[src/rtl/sipo_piso_master_pkg.sv]
// Shared configuration for the serial config master and its bench-side slave model:
// default field widths, FSM state encodings and small elaboration-time helpers.
package sipo_piso_master_pkg;

  // Register-map geometry. The master's address field is one bit wider than the map address.
  localparam int ADDR_WIDTH = 4;
  localparam int REG_WIDTH  = 8;

  // Master FSM states; 3-bit encodings are shared with the slave model in the bench.
  typedef enum logic [2:0] {
    ST_IDLE      = 3'd0,
    ST_START     = 3'd1,
    ST_SHIFT_OUT = 3'd2,
    ST_TURN      = 3'd3,
    ST_SHIFT_IN  = 3'd4,
    ST_GAP       = 3'd5
  } state_e;

  function automatic int max_of(input int a, input int b);
    return (a > b) ? a : b;
  endfunction

  // Phase counters are loaded with (length - 1), so log2 of the longest phase is enough.
  function automatic int ctr_width(input int n);
    return (n <= 2) ? 1 : $clog2(n);
  endfunction

endpackage

[src/rtl/sipo_piso_bit_ctr.sv]
// Load/decrement phase counter with a zero flag. Loaded with (phase length - 1);
// the owning FSM leaves the phase in the cycle where zero_o is high.
module sipo_piso_bit_ctr #(
  parameter int W = 4
) (
  input  logic         clk_i,
  input  logic         rst_ni,
  input  logic         load_i,
  input  logic [W-1:0] load_val_i,
  input  logic         dec_i,
  output logic [W-1:0] count_o,
  output logic         zero_o
);

  logic [W-1:0] count_q;
  logic [W-1:0] count_d;

  // Next count: load wins over decrement; decrement saturates at zero.
  always_comb begin
    count_d = count_q;
    if (load_i) begin
      count_d = load_val_i;
    end else if (dec_i && (count_q != '0)) begin
      count_d = count_q - W'(1);
    end
  end

  // Counter register with synchronous active-low reset.
  always_ff @(posedge clk_i) begin
    if (!rst_ni) begin
      count_q <= '0;
    end else begin
      count_q <= count_d;
    end
  end

  assign count_o = count_q;
  assign zero_o  = (count_q == '0);

endmodule

[src/rtl/sipo_piso_master.sv]
// Host-side serial config master: takes one parallel command per handshake, shifts it
// out LSB-first on the three-wire link and, for reads, shifts REG_W bits back in.
module sipo_piso_master
  import sipo_piso_master_pkg::*;
#(
  parameter int ADDR_W = ADDR_WIDTH + 1,
  parameter int REG_W  = REG_WIDTH,
  parameter int RD_LAT = 2,
  parameter int GAP    = 2
) (
  input  logic              clk_i,
  input  logic              rst_ni,
  input  logic              cmd_valid_i,
  output logic              cmd_ready_o,
  input  logic              cmd_we_i,
  input  logic [ADDR_W-1:0] cmd_addr_i,
  input  logic [REG_W-1:0]  cmd_wdata_i,
  input  logic              abort_i,
  output logic [REG_W-1:0]  rd_data_o,
  output logic              rd_valid_o,
  output logic              aborted_o,
  output logic              busy_o,
  output logic              strobe_o,
  output logic              wr_en_o,
  output logic              sdo_o,
  input  logic              sdi_i
);

  // A write frame is data then address, so both fit one shift register.
  localparam int SH_W  = REG_W + ADDR_W;
  localparam int CNT_W = ctr_width(max_of(max_of(SH_W, RD_LAT), GAP));

  localparam logic [CNT_W-1:0] LEN_WR   = CNT_W'(SH_W - 1);
  localparam logic [CNT_W-1:0] LEN_ADDR = CNT_W'(ADDR_W - 1);
  localparam logic [CNT_W-1:0] LEN_TURN = CNT_W'(RD_LAT - 1);
  localparam logic [CNT_W-1:0] LEN_RX   = CNT_W'(REG_W - 1);
  localparam logic [CNT_W-1:0] LEN_GAP  = CNT_W'(GAP - 1);
  localparam logic [CNT_W-1:0] CNT_ONE  = CNT_W'(1);

  state_e             state_q;
  logic               we_q;
  logic [SH_W-1:0]    shreg_q;
  logic [REG_W-2:0]   rx_q;       // bits sampled so far; the final bit comes straight from sdi_i
  logic [REG_W-1:0]   rd_data_q;
  logic               rd_valid_q;
  logic               aborted_q;
  logic               strobe_q;
  logic               wr_en_q;
  logic               sdo_q;

  logic               ctr_load;
  logic               ctr_dec;
  logic [CNT_W-1:0]   ctr_val;
  logic [CNT_W-1:0]   ctr_count;
  logic               ctr_zero;
  logic               abort_take;

  // Abort is honoured only while a frame is on the link.
  assign abort_take = abort_i &&
                      (state_q inside {ST_START, ST_SHIFT_OUT, ST_TURN, ST_SHIFT_IN});

  sipo_piso_bit_ctr #(.W(CNT_W)) u_ctr (
    .clk_i      (clk_i),
    .rst_ni     (rst_ni),
    .load_i     (ctr_load),
    .load_val_i (ctr_val),
    .dec_i      (ctr_dec),
    .count_o    (ctr_count),
    .zero_o     (ctr_zero)
  );

  // Phase counter control: load the next phase length on each phase exit, else count down.
  always_comb begin
    ctr_load = 1'b0;
    ctr_dec  = 1'b0;
    ctr_val  = '0;
    if (abort_take) begin
      ctr_load = 1'b1;
      ctr_val  = LEN_GAP;
    end else begin
      case (state_q)
        ST_START: begin
          ctr_load = 1'b1;
          ctr_val  = we_q ? LEN_WR : LEN_ADDR;
        end
        ST_SHIFT_OUT: begin
          if (ctr_zero) begin
            ctr_load = 1'b1;
            ctr_val  = we_q ? LEN_GAP : LEN_TURN;
          end else begin
            ctr_dec = 1'b1;
          end
        end
        ST_TURN: begin
          if (ctr_zero) begin
            ctr_load = 1'b1;
            ctr_val  = LEN_RX;
          end else begin
            ctr_dec = 1'b1;
          end
        end
        ST_SHIFT_IN: begin
          if (ctr_zero) begin
            ctr_load = 1'b1;
            ctr_val  = LEN_GAP;
          end else begin
            ctr_dec = 1'b1;
          end
        end
        ST_GAP:  ctr_dec = !ctr_zero;
        default: ;
      endcase
    end
  end

  // Transaction FSM; all link and status outputs are registered here.
  always_ff @(posedge clk_i) begin
    if (!rst_ni) begin
      state_q    <= ST_IDLE;
      we_q       <= 1'b0;
      shreg_q    <= '0;
      rx_q       <= '0;
      rd_data_q  <= '0;
      rd_valid_q <= 1'b0;
      aborted_q  <= 1'b0;
      strobe_q   <= 1'b0;
      wr_en_q    <= 1'b0;
      sdo_q      <= 1'b0;
    end else begin
      strobe_q   <= 1'b0;
      rd_valid_q <= 1'b0;
      aborted_q  <= 1'b0;
      if (abort_take) begin
        // A second strobe mid-frame returns the slave to idle; the cancel cycle opens GAP.
        state_q   <= ST_GAP;
        strobe_q  <= 1'b1;
        aborted_q <= 1'b1;
        wr_en_q   <= 1'b0;
        sdo_q     <= 1'b0;
      end else begin
        case (state_q)
          ST_IDLE: begin
            if (cmd_valid_i) begin
              we_q     <= cmd_we_i;
              shreg_q  <= cmd_we_i ? {cmd_addr_i, cmd_wdata_i} : SH_W'(cmd_addr_i);
              state_q  <= ST_START;
              strobe_q <= 1'b1;
              wr_en_q  <= cmd_we_i;
              sdo_q    <= 1'b0;
            end
          end
          ST_START: begin
            sdo_q   <= shreg_q[0];
            shreg_q <= shreg_q >> 1;
            state_q <= ST_SHIFT_OUT;
          end
          ST_SHIFT_OUT: begin
            if (ctr_zero) begin
              sdo_q <= 1'b0;
              if (we_q) begin
                state_q <= ST_GAP;
                if (GAP == 1) wr_en_q <= 1'b0;
              end else begin
                state_q <= ST_TURN;
              end
            end else begin
              sdo_q   <= shreg_q[0];
              shreg_q <= shreg_q >> 1;
            end
          end
          ST_TURN: begin
            if (ctr_zero) state_q <= ST_SHIFT_IN;
          end
          ST_SHIFT_IN: begin
            if (ctr_zero) begin
              rd_data_q  <= {sdi_i, rx_q};
              rd_valid_q <= 1'b1;
              state_q    <= ST_GAP;
            end else begin
              rx_q <= {sdi_i, rx_q[REG_W-2:1]};
            end
          end
          ST_GAP: begin
            if (ctr_zero) begin
              state_q <= ST_IDLE;
            end else if (ctr_count == CNT_ONE) begin
              wr_en_q <= 1'b0;   // wr_en is low during the last GAP cycle
            end
          end
          default: state_q <= ST_IDLE;
        endcase
      end
    end
  end

  assign cmd_ready_o = (state_q == ST_IDLE);
  assign busy_o      = (state_q != ST_IDLE);
  assign rd_data_o   = rd_data_q;
  assign rd_valid_o  = rd_valid_q;
  assign aborted_o   = aborted_q;
  assign strobe_o    = strobe_q;
  assign wr_en_o     = wr_en_q;
  assign sdo_o       = sdo_q;

endmodule

[config.mk]
export PLATFORM = sky130hd
export DESIGN_NAME = sipo_piso_master
export DESIGN_NICKNAME = d
export VERILOG_FILES = /design/src/rtl/sipo_piso_master_pkg.sv /design/src/rtl/sipo_piso_bit_ctr.sv /design/src/rtl/sipo_piso_master.sv
export SDC_FILE = /design/constraint.sdc
export NUM_CORES = 1
export LEC_CHECK = 0
export BUFFER_PORTS_ARGS = -buffer_cell sky130_fd_sc_hd__buf_2
export CAP_MARGIN = 5
export CORE_ASPECT_RATIO = 1.4
export CORE_MARGIN = 10
export CORE_UTILIZATION = 50
export CTS_CLUSTER_SIZE = 25
export DETAILED_ROUTE_END_ITERATION = 8
export GPL_TIMING_DRIVEN = 0
export PLACE_DENSITY = 0.72
export REMOVE_ABC_BUFFERS = 1
export SKIP_CTS_REPAIR_TIMING = 1
export SLEW_MARGIN = 10
export SYNTH_ARGS = -nofsm -noshare
export SYNTH_HDL_FRONTEND = slang
export SYNTH_SLANG_ARGS = --single-unit
export TNS_END_PERCENT = 20
[constraint.sdc]
create_clock -name clk_i -period 5.2 [get_ports clk_i]
set_input_delay 1.56 -clock clk_i [delete_from_list [all_inputs] [get_ports clk_i]]
set_output_delay 1.56 -clock clk_i [all_outputs]
set_load 0.1 [all_outputs]
==> run metrics <==
width of the die 73.6 um; relative slew slack 37.1%; CP Cell Sequence or3_1, inv_1, buf_2; Root Buffer clkbuf_8; CP top delay family flip-flops; vias in the first global route 1780; # DRC 0; flop2flop setup slack 2.74 ns; sequential power share 36.6%; WP buf/inv 2; Worst-path clk slew 0.08 ns; Hold Crit Class reg -> reg; share of layout cells above drive strength 1 16.2%; Int Pwr 0.000715 W; max incr delay on CP 0.62 ns; via count 1820; Mean Syn Cell Area 8.22 um^2; Final Skew 0.00477 ns; drt wl/cell 15.0 um; Final Max Slew Viols 0; clock buffer depth 2; Worst Min Path Start shreg_q[7]$_SDFFE_PN0P_; worst reg2reg startpoint state_q[2]$_SDFFE_PN0P_; dpl hpwl 3220 um; Arr. time, crit path 2.10 ns; Synth area leader dfxtp_1; share of the synthesized area in the top cell type 40.8%; Die Ht 95.1 um; pin count of the biggest net entering global routing 30; asr flop ratio synth 0%; Fillers 356; Netlist cell types 43; final setup vio count 0; Gate Count Post-Synth 245; Initial Utilization 51.4%; Post-synth EDFFs 0; clk sinks 41; r2r worst-path depth 4; Final Wtd Congestion 0.892; CP max FO 29; fin crit share 70.4%; total grt overflow 0; Yosys warning count 0; nets 285; Buffers on Ports 33; worst skew pair latency 0.29 ns; Worst Max-Slew Pin Slew 0.942 ns; core region area 3920 um^2; Final Hold Vio Count 0; initial antenna violation count 0; NetSw 0.000584 W; Worst VDD drop 481 uV; DR iter-0 viols 203; PD cells 578 nW/um^2; status finished clean; CP Launch Type flop; post-route minimum period 3.66 ns; combinational share of power 42.9%; clock network fraction of design power 20.5%; row count 27; crit path kind reg -> out; total power 0.00130 W; ranking of synthesized cells by area dfxtp_1 (41%), mux2i_1 (9.9%), o21ai_0 (6.0%); Synth Flop Type dfxtp_1; CP max-delay cell dfxtp_1; Hold Path Depth 2; area delta synth->final 11.6%; IO Count 34; switching share of total power 44.9%; CTS buffer count 5; total of max-cap violations 0; DR pass1 iterations 4; via/cell ratio 5.91; Worst setup EP type output port; total negative setup slack 0 ns; max frequency 273 MHz; Synth top cells by count dfxtp_1 (41), nand2_1 (26), nor2_1 (24), o21ai_0 (24), mux2i_1 (20); number of inserted diodes 0; RSZ-0062 raised after global routing no; hold worst-path end shreg_q[6]$_SDFFE_PN0P_; CTS tree done; most frequent cell after synthesis dfxtp_1; first-pass GRT wire length 7880 um; Crit path required time 3.64 ns; Leak 1.01 nW; Critical R2R Capture rd_data_o[6]$_SDFFE_PN0P_; DIE AREA 7000 um^2; H-tree depth 2; Total GRT Usage 13.6%; ANT nets after route 0; drt total wl 4620 um; #FFs+latches synth 41; register area share after synthesis 40.8%; Synth Cell Area 2010 um^2
==> placed cells by master (no fill, tap or decap), types with 4 or more instances in the layout <==
| master | netlist | routed |
|---|---|---|
| dfxtp_1 | 41 | 41 |
| buf_2 | 6 | 33 |
| nand2_1 | 26 | 26 |
| nor2_1 | 24 | 24 |
| o21ai_0 | 24 | 24 |
| mux2i_1 | 20 | 20 |
| nand3_1 | 12 | 12 |
| a31oi_1 | 9 | 9 |
| a21oi_1 | 9 | 9 |
| inv_1 | 6 | 6 |
| clkbuf_8 | 0 | 6 |
| o22ai_1 | 5 | 5 |
| nand2b_1 | 5 | 5 |
| or3_1 | 4 | 4 |
==> registers in the layout (all words and copies together), names as in the netlist, 3 cells and up <==
signal,count
state_q,3
u_ctr.count_o,4
rx_q,7
rd_data_o,8
shreg_q,13
==> metal layers <==
metal	wire length [um]	track usage, %
met1	2040	15.9
met2	2300	23.0
met4	59	4.83
met5	0	0
met3	214	3.74
==> how the worst max path moves through the flow <==
stage | startpoint | to | depth (start not counted)
CTS | state_q[2]$_SDFFE_PN0P_ | cmd_ready_o | 3
detailed placement | state_q[2]$_SDFFE_PN0P_ | cmd_ready_o | 3
global placement | state_q[2]$_SDFFE_PN0P_ | cmd_ready_o | 3
global route | state_q[2]$_SDFFE_PN0P_ | cmd_ready_o | 3
floorplan | state_q[2]$_SDFFE_PN0P_ | cmd_ready_o | 2
finish | state_q[2]$_SDFFE_PN0P_ | cmd_ready_o | 3
==> power groups by stage <==
stage          logic, W  clock network (W)  registers (W)
2_1_floorplan  0.000398                  0       0.000504
3_3_place_gp   0.000552                  0       0.000477
3_5_place_dp   0.000555                  0       0.000478
4_1_cts        0.000559           0.000270       0.000471
5_1_grt        0.000618           0.000283       0.000487
6_report       0.000558           0.000266       0.000475
==> worst min-delay path, cell delays in order, from the launching register on <==
cell and delay, ns:
dfxtp_1 0.31, nand2_1 0.05, a31oi_1 0.07
==> metrics by stage <==
stage | setup WS [ns] | util [%] | cell area (um^2) | hold WS [ns] | instances
2_1_floorplan | 1.41 | - | 1910 | 0.443 | 224
3_3_place_gp | 1.89 | 54.4 | 2130 | 0.456 | 300
3_5_place_dp | 1.93 | 54.4 | 2130 | 0.459 | 300
4_1_cts | 1.59 | 57.3 | 2250 | 0.471 | 308
5_1_grt | 1.43 | 57.3 | 2250 | 0.486 | 308
6_report | 1.54 | 57.3 | 2250 | 0.471 | 308
==> area by class of cell <==
type                       count  area (um^2)  area share, %
multi-input combinational    177         1070           47.5
clock inverter                 1         30.0           1.34
timing repair buffer          33          165           7.35
clock buffer                   7         86.3           3.84
tap                           43         53.8           2.39
inverter                       6         22.5           1.00
sequential                    41          821           36.5
==> cell families (layout without fill, tap and decap cells) <==
| kind of cell | Yosys count | count (layout) | share of synthesized area [%] |
|---|---|---|---|
| AO/OA/AOI/OAI | 60 | 60 | 18.0 |
| XOR/XNOR | 3 | 3 | 1.31 |
| adder cells (fa/ha/maj) | 2 | 2 | 1.24 |
| buffers and inverters | 27 | 47 | 6.15 |
| flip-flops | 41 | 41 | 40.8 |
| multiplexers | 21 | 21 | 10.5 |
| AND/OR/NAND/NOR | 91 | 91 | 22.0 |
Note: power is estimated with default switching activity, not from simulation.
